### src/rtl/hamm_pkg.sv
// ============================================================================
//  Module   : hamm_pkg
//  Purpose  : Shared types and helpers for the Hamming(7,4) fault-injection
//             scheduler: codeword/syndrome widths, scheduler state encoding,
//             and the expected-syndrome function for an error mask.
//  Revision : 1.0  initial release
// ============================================================================
`default_nettype none

package hamm_pkg;

    localparam int CW_W     = 7;   // codeword width, bits numbered 1..7
    localparam int SYN_W    = 3;   // syndrome width
    localparam int N_SINGLE = 7;   // single-bit error patterns
    localparam int N_DOUBLE = 21;  // double-bit error patterns (7 choose 2)

    typedef enum logic [2:0] {
        IDLE  = 3'd0,
        APPLY = 3'd1,
        WAIT  = 3'd2,
        CHECK = 3'd3,
        NEXT  = 3'd4,
        DONE  = 3'd5
    } state_t;

    // Syndrome a correct decoder reports for a given mask: the XOR of the
    // positions of all flipped bits (0 for a clean word).
    function automatic logic [SYN_W-1:0] exp_syn(input logic [1:CW_W] mask);
        logic [SYN_W-1:0] s;
        s = '0;
        for (int k = 1; k <= CW_W; k++) begin
            if (mask[k]) begin
                s = s ^ SYN_W'(k);
            end
        end
        return s;
    endfunction

endpackage

`default_nettype wire

### src/rtl/hamm_err_sched_mask_gen.sv
// ============================================================================
//  Module   : hamm_mask_gen
//  Purpose  : Error-pattern sequencer. Produces the current error mask and a
//             flag marking the final pattern of a run.
//             Order: clean word, single bits 1..7, then (with
//             HAMM_DOUBLE_ERR_EN defined) every pair i<j in lexicographic
//             order. Without the macro the pair counters are not built.
//  Ports    : clk, rst   - clock, synchronous active-high reset
//             clear      - return to the first pattern
//             step       - advance to the next pattern
//             mask[1:7]  - current error mask
//             last       - current pattern is the final one of the run
//  Revision : 1.0  initial release
// ============================================================================
`default_nettype none

module hamm_mask_gen
    import hamm_pkg::*;
(
    input  logic            clk,
    input  logic            rst,
    input  logic            clear,
    input  logic            step,
    output logic [1:CW_W]   mask,
    output logic            last
);

    // Index 0 is the clean word, 1..7 select a single flipped bit.
    logic [2:0] r_idx;

`ifdef HAMM_DOUBLE_ERR_EN
    logic       r_pair;   // single patterns exhausted, walking the pairs
    logic [2:0] r_i;
    logic [2:0] r_j;

    always_ff @(posedge clk) begin
        if (rst || clear) begin
            r_idx  <= 3'd0;
            r_pair <= 1'b0;
            r_i    <= 3'd1;
            r_j    <= 3'd2;
        end else if (step) begin
            if (!r_pair) begin
                if (r_idx == 3'(N_SINGLE)) begin
                    r_pair <= 1'b1;
                end else begin
                    r_idx <= r_idx + 3'd1;
                end
            end else if (r_j == 3'd7) begin
                // row finished: next row starts just right of the new i
                r_i <= r_i + 3'd1;
                r_j <= r_i + 3'd2;
            end else begin
                r_j <= r_j + 3'd1;
            end
        end
    end

    always_comb begin
        mask = '0;
        last = r_pair && (r_i == 3'd6) && (r_j == 3'd7);
        for (int k = 1; k <= CW_W; k++) begin
            if (r_pair) begin
                mask[k] = (r_i == 3'(k)) || (r_j == 3'(k));
            end else begin
                mask[k] = (r_idx == 3'(k));
            end
        end
    end
`else
    always_ff @(posedge clk) begin
        if (rst || clear) begin
            r_idx <= 3'd0;
        end else if (step) begin
            r_idx <= r_idx + 3'd1;
        end
    end

    always_comb begin
        mask = '0;
        last = (r_idx == 3'(N_SINGLE));
        for (int k = 1; k <= CW_W; k++) begin
            mask[k] = (r_idx == 3'(k));
        end
    end
`endif

endmodule

`default_nettype wire

### src/rtl/hamm_err_sched.sv
// ============================================================================
//  Module   : hamm_err_sched
//  Purpose  : Fault-injection scheduler for the Hamming(7,4) self-test path.
//             For each error pattern it drives the XOR mask to the injector,
//             waits (bounded by TIMEOUT) for the decoder syndrome, compares it
//             with the expected syndrome and tallies pass/fail.
//  Config   : HAMM_DOUBLE_ERR_EN - also run all 21 double-bit patterns
//  Params   : TIMEOUT - max WAIT cycles before a pattern counts as failed
//             CNT_W   - width of the saturating pass/fail counters
//  Ports    : clk, rst            - clock, synchronous active-high reset
//             start               - begin a run (ignored while busy)
//             signal[1:7]         - error mask to the injector
//             mask_valid          - mask stable, decoder may sample
//             dec_valid, dec_syn  - decoder result
//             busy, done          - run in progress / end-of-run pulse
//             pass_cnt, fail_cnt  - result tallies
//             last_fail[1:7]      - mask of the most recent failing pattern
//  Revision : 1.0  initial release
// ============================================================================
`default_nettype none

module hamm_err_sched
    import hamm_pkg::*;
#(
    parameter int TIMEOUT = 16,
    parameter int CNT_W   = 8
) (
    input  logic               clk,
    input  logic               rst,
    input  logic               start,
    output logic [1:CW_W]      signal,
    output logic               mask_valid,
    input  logic               dec_valid,
    input  logic [SYN_W-1:0]   dec_syn,
    output logic               busy,
    output logic               done,
    output logic [CNT_W-1:0]   pass_cnt,
    output logic [CNT_W-1:0]   fail_cnt,
    output logic [1:CW_W]      last_fail
);

    localparam int TIMER_W = $clog2(TIMEOUT + 2);

    state_t               r_state;
    state_t               w_next;
    logic [TIMER_W-1:0]   r_timer;
    logic                 r_hit;        // syndrome matched on WAIT exit
    logic [1:CW_W]        w_mask;
    logic                 w_last;
    logic                 w_wait_exit;
    logic                 w_gen_clear;
    logic                 w_gen_step;

    // The generator restarts at the end of every run and again on an
    // accepted start, so an aborted or finished run never leaks its index.
    assign w_gen_clear = (r_state == DONE) || ((r_state == IDLE) && start);
    assign w_gen_step  = (r_state == NEXT);

    hamm_mask_gen u_mask_gen (
        .clk   (clk),
        .rst   (rst),
        .clear (w_gen_clear),
        .step  (w_gen_step),
        .mask  (w_mask),
        .last  (w_last)
    );

    // A valid result on the expiry cycle still counts as a real answer.
    assign w_wait_exit = dec_valid || (r_timer == TIMER_W'(TIMEOUT));

    always_comb begin
        w_next = r_state;
        case (r_state)
            IDLE:    if (start) w_next = APPLY;
            APPLY:   w_next = WAIT;
            WAIT:    if (w_wait_exit) w_next = CHECK;
            CHECK:   w_next = NEXT;
            NEXT:    w_next = w_last ? DONE : APPLY;
            DONE:    w_next = IDLE;
            default: w_next = IDLE;
        endcase
    end

    always_ff @(posedge clk) begin
        if (rst) begin
            r_state    <= IDLE;
            r_timer    <= '0;
            r_hit      <= 1'b0;
            signal     <= '0;
            mask_valid <= 1'b0;
            pass_cnt   <= '0;
            fail_cnt   <= '0;
            last_fail  <= '0;
        end else begin
            r_state <= w_next;
            case (r_state)
                IDLE: begin
                    if (start) begin
                        pass_cnt  <= '0;
                        fail_cnt  <= '0;
                        last_fail <= '0;
                    end
                end
                APPLY: begin
                    signal     <= w_mask;
                    mask_valid <= 1'b1;
                    r_timer    <= '0;
                end
                WAIT: begin
                    r_timer <= r_timer + TIMER_W'(1);
                    if (w_wait_exit) begin
                        r_hit <= dec_valid && (dec_syn == exp_syn(signal));
                    end
                end
                CHECK: begin
                    mask_valid <= 1'b0;
                    if (r_hit) begin
                        if (pass_cnt != '1) pass_cnt <= pass_cnt + CNT_W'(1);
                    end else begin
                        if (fail_cnt != '1) fail_cnt <= fail_cnt + CNT_W'(1);
                        last_fail <= signal;
                    end
                end
                NEXT: begin
                    if (w_last) signal <= '0;
                end
                default: ;
            endcase
        end
    end

    assign busy = (r_state != IDLE);
    assign done = (r_state == DONE);

endmodule

`default_nettype wire
### config.mk
export PLATFORM = sky130hd
export DESIGN_NAME = hamm_err_sched
export DESIGN_NICKNAME = d
export VERILOG_FILES = /design/src/rtl/hamm_pkg.sv /design/src/rtl/hamm_err_sched_mask_gen.sv /design/src/rtl/hamm_err_sched.sv
export SDC_FILE = /design/constraint.sdc
export NUM_CORES = 1
export LEC_CHECK = 0
export ABC_AREA = 1
export CORE_MARGIN = 8
export CORE_UTILIZATION = 53
export DETAILED_ROUTE_END_ITERATION = 16
export GPL_ROUTABILITY_DRIVEN = 1
export GPL_TIMING_DRIVEN = 0
export PLACE_DENSITY = 0.8
export RECOVER_POWER = 50
export SETUP_SLACK_MARGIN = 0.15
export SLEW_MARGIN = 20
export SYNTH_ARGS = -nofsm -noshare
export SYNTH_HDL_FRONTEND = slang
export SYNTH_HIERARCHICAL = 1
export SYNTH_SLANG_ARGS = --single-unit
### constraint.sdc
create_clock -name clk -period 1.83 [get_ports clk]
set_clock_uncertainty 0.05 [all_clocks]
set_input_delay 0.2745 -clock clk [delete_from_list [all_inputs] [get_ports clk]]
set_output_delay 0.2745 -clock clk [all_outputs]
set_load 0.01 [all_outputs]
==> flow_metrics.env <==
export IMPL_status="completed"
export IMPL_hold_violations=0
export IMPL_std_cell_rows=24
export IMPL_grt_pass1_wl_mm=9.370
export IMPL_worst_skew_pair_late_latency_ps=300
export IMPL_min_path_cells=1
export IMPL_post_route_util=0.6863
export IMPL_worst_path_top_cell_family_by_delay="buffers and inverters"
export IMPL_grtUsageMet3=0.04437
export IMPL_synthDistinctLibCells=29
export IMPL_fin_nets=422
export IMPL_drv_max_cap_violation_count=0
export IMPL_vias=2302
export IMPL_post_synth_instance_area_um2=2357
export IMPL_grt_start_max_net_pins=13
export IMPL_syn_inst=354
export IMPL_grt_ovfl_total=0
export IMPL_synth_seq_cells=43
export IMPL_cts_sink_count=43
export IMPL_setup_repair_after_global_routing_missed_its_margin="yes"
export IMPL_timing_setup_critical_path_class="reg2out"
export IMPL_critical_path_max_stage_delay_ps=400
export IMPL_worst_ep_required_time_ps=1510
export IMPL_vias_in_the_first_global_route=2091
export IMPL_tightest_slew_ps=482.1
export IMPL_final_cell_mix="sky130_fd_sc_hd__nand2_1 (89), sky130_fd_sc_hd__inv_1 (46), sky130_fd_sc_hd__nor2_1 (40)"
export IMPL_tritoncts="done"
export IMPL_place_gp_congestion=0.8482
export IMPL_cts_inserted_buffers=5
export IMPL_ys_warn_count=6
export IMPL_postSynthAreaPerCell_um2=6.659
export IMPL_dieHeight_um=82.69
export IMPL_grt_total_usage=0.1721
export IMPL_timing_rr_end="last_fail[5]"
export IMPL_grtUsageMet2=0.2867
export IMPL_clock_fmax_ghz=0.5976
export IMPL_layout_min_cycle_time_ps=1673
export IMPL_antennaDiodeCount=0
export IMPL_power_leakage_uw=0.001321
export IMPL_die_x_um=82.69
export IMPL_grt_antenna_before_repair=0
export IMPL_hold_start="fail_cnt[0]"
export IMPL_grt_util_met1=0.2095
export IMPL_worst_ep_arrival_time_ps=1350
export IMPL_port_buffers=39
export IMPL_r2r_slack_ps=230
export IMPL_endpoint_kind="primary output"
export IMPL_crit_path_start_kind="register"
export IMPL_clk_pin_slew_worst_paths_ps=80
export IMPL_post_route_cells_drive_above_1_share=0.1182
export IMPL_mappedNetlistNets=371
export IMPL_drt_pre_antenna_iters=4
export IMPL_coreArea_um2=4324
export IMPL_worstHoldPathType="reg2reg"
export IMPL_total_design_power_uw=2025
export IMPL_min_delay_worst_endpoint="fail_cnt[0]"
export IMPL_mostFrequentLayoutCell="sky130_fd_sc_hd__nand2_1"
export IMPL_critPathMaxFanout=3
export IMPL_initialDrtViolationCount=119
export IMPL_vias_per_cell=5.026
export IMPL_power_ir_vdd_worst_v=0.0004708
export IMPL_p_per_area_nw_per_um2=682.5
export IMPL_io_pins=40
export IMPL_layout_overhead_on_the_synthesized_area_pct=25.90
export IMPL_final_antenna_net_count=0
export IMPL_hpwl_mm=3.956
export IMPL_cp_slowest_cell="sky130_fd_sc_hd__dfxtp_1"
export IMPL_post_drt_wl_per_cell_um=11.60
export IMPL_portion_of_the_post_synthesis_area_used_by_sequential_elements=0.3652
export IMPL_reg2reg_depth=8
export IMPL_clock_path_buffers=2
export IMPL_effective_utilization_at_floorplan=0.5451
export IMPL_fp_dieArea_um2=6838
export IMPL_max_slew_margin=0.6786
export IMPL_drv_slew=0
export IMPL_r2r_start="r_state[1]"
export IMPL_clock_tree_htree_level_count=2
export IMPL_detail_route_wirelength_mm=5.313
export IMPL_cts_hold_repair_buffers=0
export IMPL_setup_violations_final=0
export IMPL_final_min_period_over_clock_period=0.9144
export IMPL_remaining_drc_errors=0
export IMPL_crit_chain="inv_1, nand2_1, nor2_4, inv_2, clkdlybuf4s15_1"
export IMPL_path_buf_inv=3
export IMPL_grt_most_used_layer="met2"
export IMPL_clock_root_buffer="sky130_fd_sc_hd__clkbuf_8"
## worst register-to-register path: stages (launching register included)
cell and delay [ps]:
sky130_fd_sc_hd__dfxtp_1 350, sky130_fd_sc_hd__inv_1 90, sky130_fd_sc_hd__nand2_1 120, sky130_fd_sc_hd__nor2_4 150, sky130_fd_sc_hd__nand2_1 170, sky130_fd_sc_hd__nand2_1 270
sky130_fd_sc_hd__inv_2 110, sky130_fd_sc_hd__a21oi_1 130, sky130_fd_sc_hd__nor2_1 60
## cell usage after synthesis (all sizes together)
master / n / area (um^2)
and3: 1 / 6.260
xnor2: 1 / 8.760
nand3: 30 / 160.2
nand4: 3 / 18.77
clkbuf: 5 / 18.77
inv: 52 / 195.2
o21ai: 20 / 103.9
nor3: 5 / 30.03
a211oi: 2 / 15.01
nand2: 92 / 367.8
nor2: 45 / 186.4
a21o: 1 / 7.510
buf: 2 / 12.51
clkinv: 1 / 8.760
dfxtp: 43 / 860.8
xor2: 4 / 35.03
a21oi: 37 / 196.4
ha: 10 / 125.1
## metal layers
metal | routed length, um | up-vias
li1 | - | 1234
met1 | 2513 | 1023
met2 | 2432 | 38
met3 | 292 | 7
met4 | 74 | 0
met5 | 0 | -
## sequential cells by signal (all words and copies together) (netlist names)
| signal | cells |
|---|---|
| fail_cnt | 8 |
| last_fail | 7 |
| mask_valid | 1 |
| pass_cnt | 8 |
| r_hit | 1 |
| r_state | 3 |
| r_timer | 5 |
| signal | 7 |
| u_mask_gen/r_idx | 3 |
## worst max-delay path by stage
| stage | end | slack [ps] | start | cells after the start |
|---|---|---|---|---|
| after floorplan | pass_cnt[6] | 350 | pass_cnt[0] | 9 |
| after global placement | done | 8 | r_state[1] | 5 |
| after detailed placement | done | -2 | r_state[1] | 5 |
| after CTS | done | 150 | r_state[1] | 5 |
| after global routing | last_fail[2] | 50 | r_state[1] | 8 |
| final | busy | 160 | r_state[1] | 5 |
## cell families (layout without fill, tap and decap cells)
kind of cell               count (synthesis)  count (layout)  share of synthesized area
xor gates and xnor gates                   5               5                    0.01858
AOI/OAI and AO/OA                         60              60                     0.1369
buffers and inverters                     60             112                    0.09979
DFF                                       43              43                     0.3652
and+or+nand+nor                          176             176                     0.3264
adders and majority gates                 10              10                    0.05308
## per-stage QoR
stage	setup slack [ps]	std cells	setup TNS, ps	hold slack (ps)	area (um^2)
6_report	156.6	458	0	402.2	2968
5_1_grt	51.05	458	0	428.8	2968
4_1_cts	146.1	453	0	424.6	2903
3_5_place_dp	-2.015	445	-2.015	411.9	2813
3_3_place_gp	7.605	445	0	411.3	2813
2_1_floorplan	353.1	354	0	384.8	2357
## power by group
part	switching [uW]	total [uW]	internal (uW)	leakage, uW
clock network	319	587	268	0.0000422
registers	31.1	1010	977	0.000356
logic	267	431	164	0.000923
## cell type report
class	instances	area (um^2)
sequential	43	883.3
timing repair buffer	44	422.9
multi-input combinational	251	1276
clock buffer	7	76.32
tap	52	65.06
fill	404	1356
clock inverter	1	5.005
buffer	7	32.53
inverter	53	206.4
## what timing repair did
item / CTS / global route
resized for setup: 9 / 23
pin swaps: 0 / 3
buffers inserted: 0 / 5
endpoints found under the setup margin: 5 / 37
No activity file was read; power rests on OpenSTA's default activity.
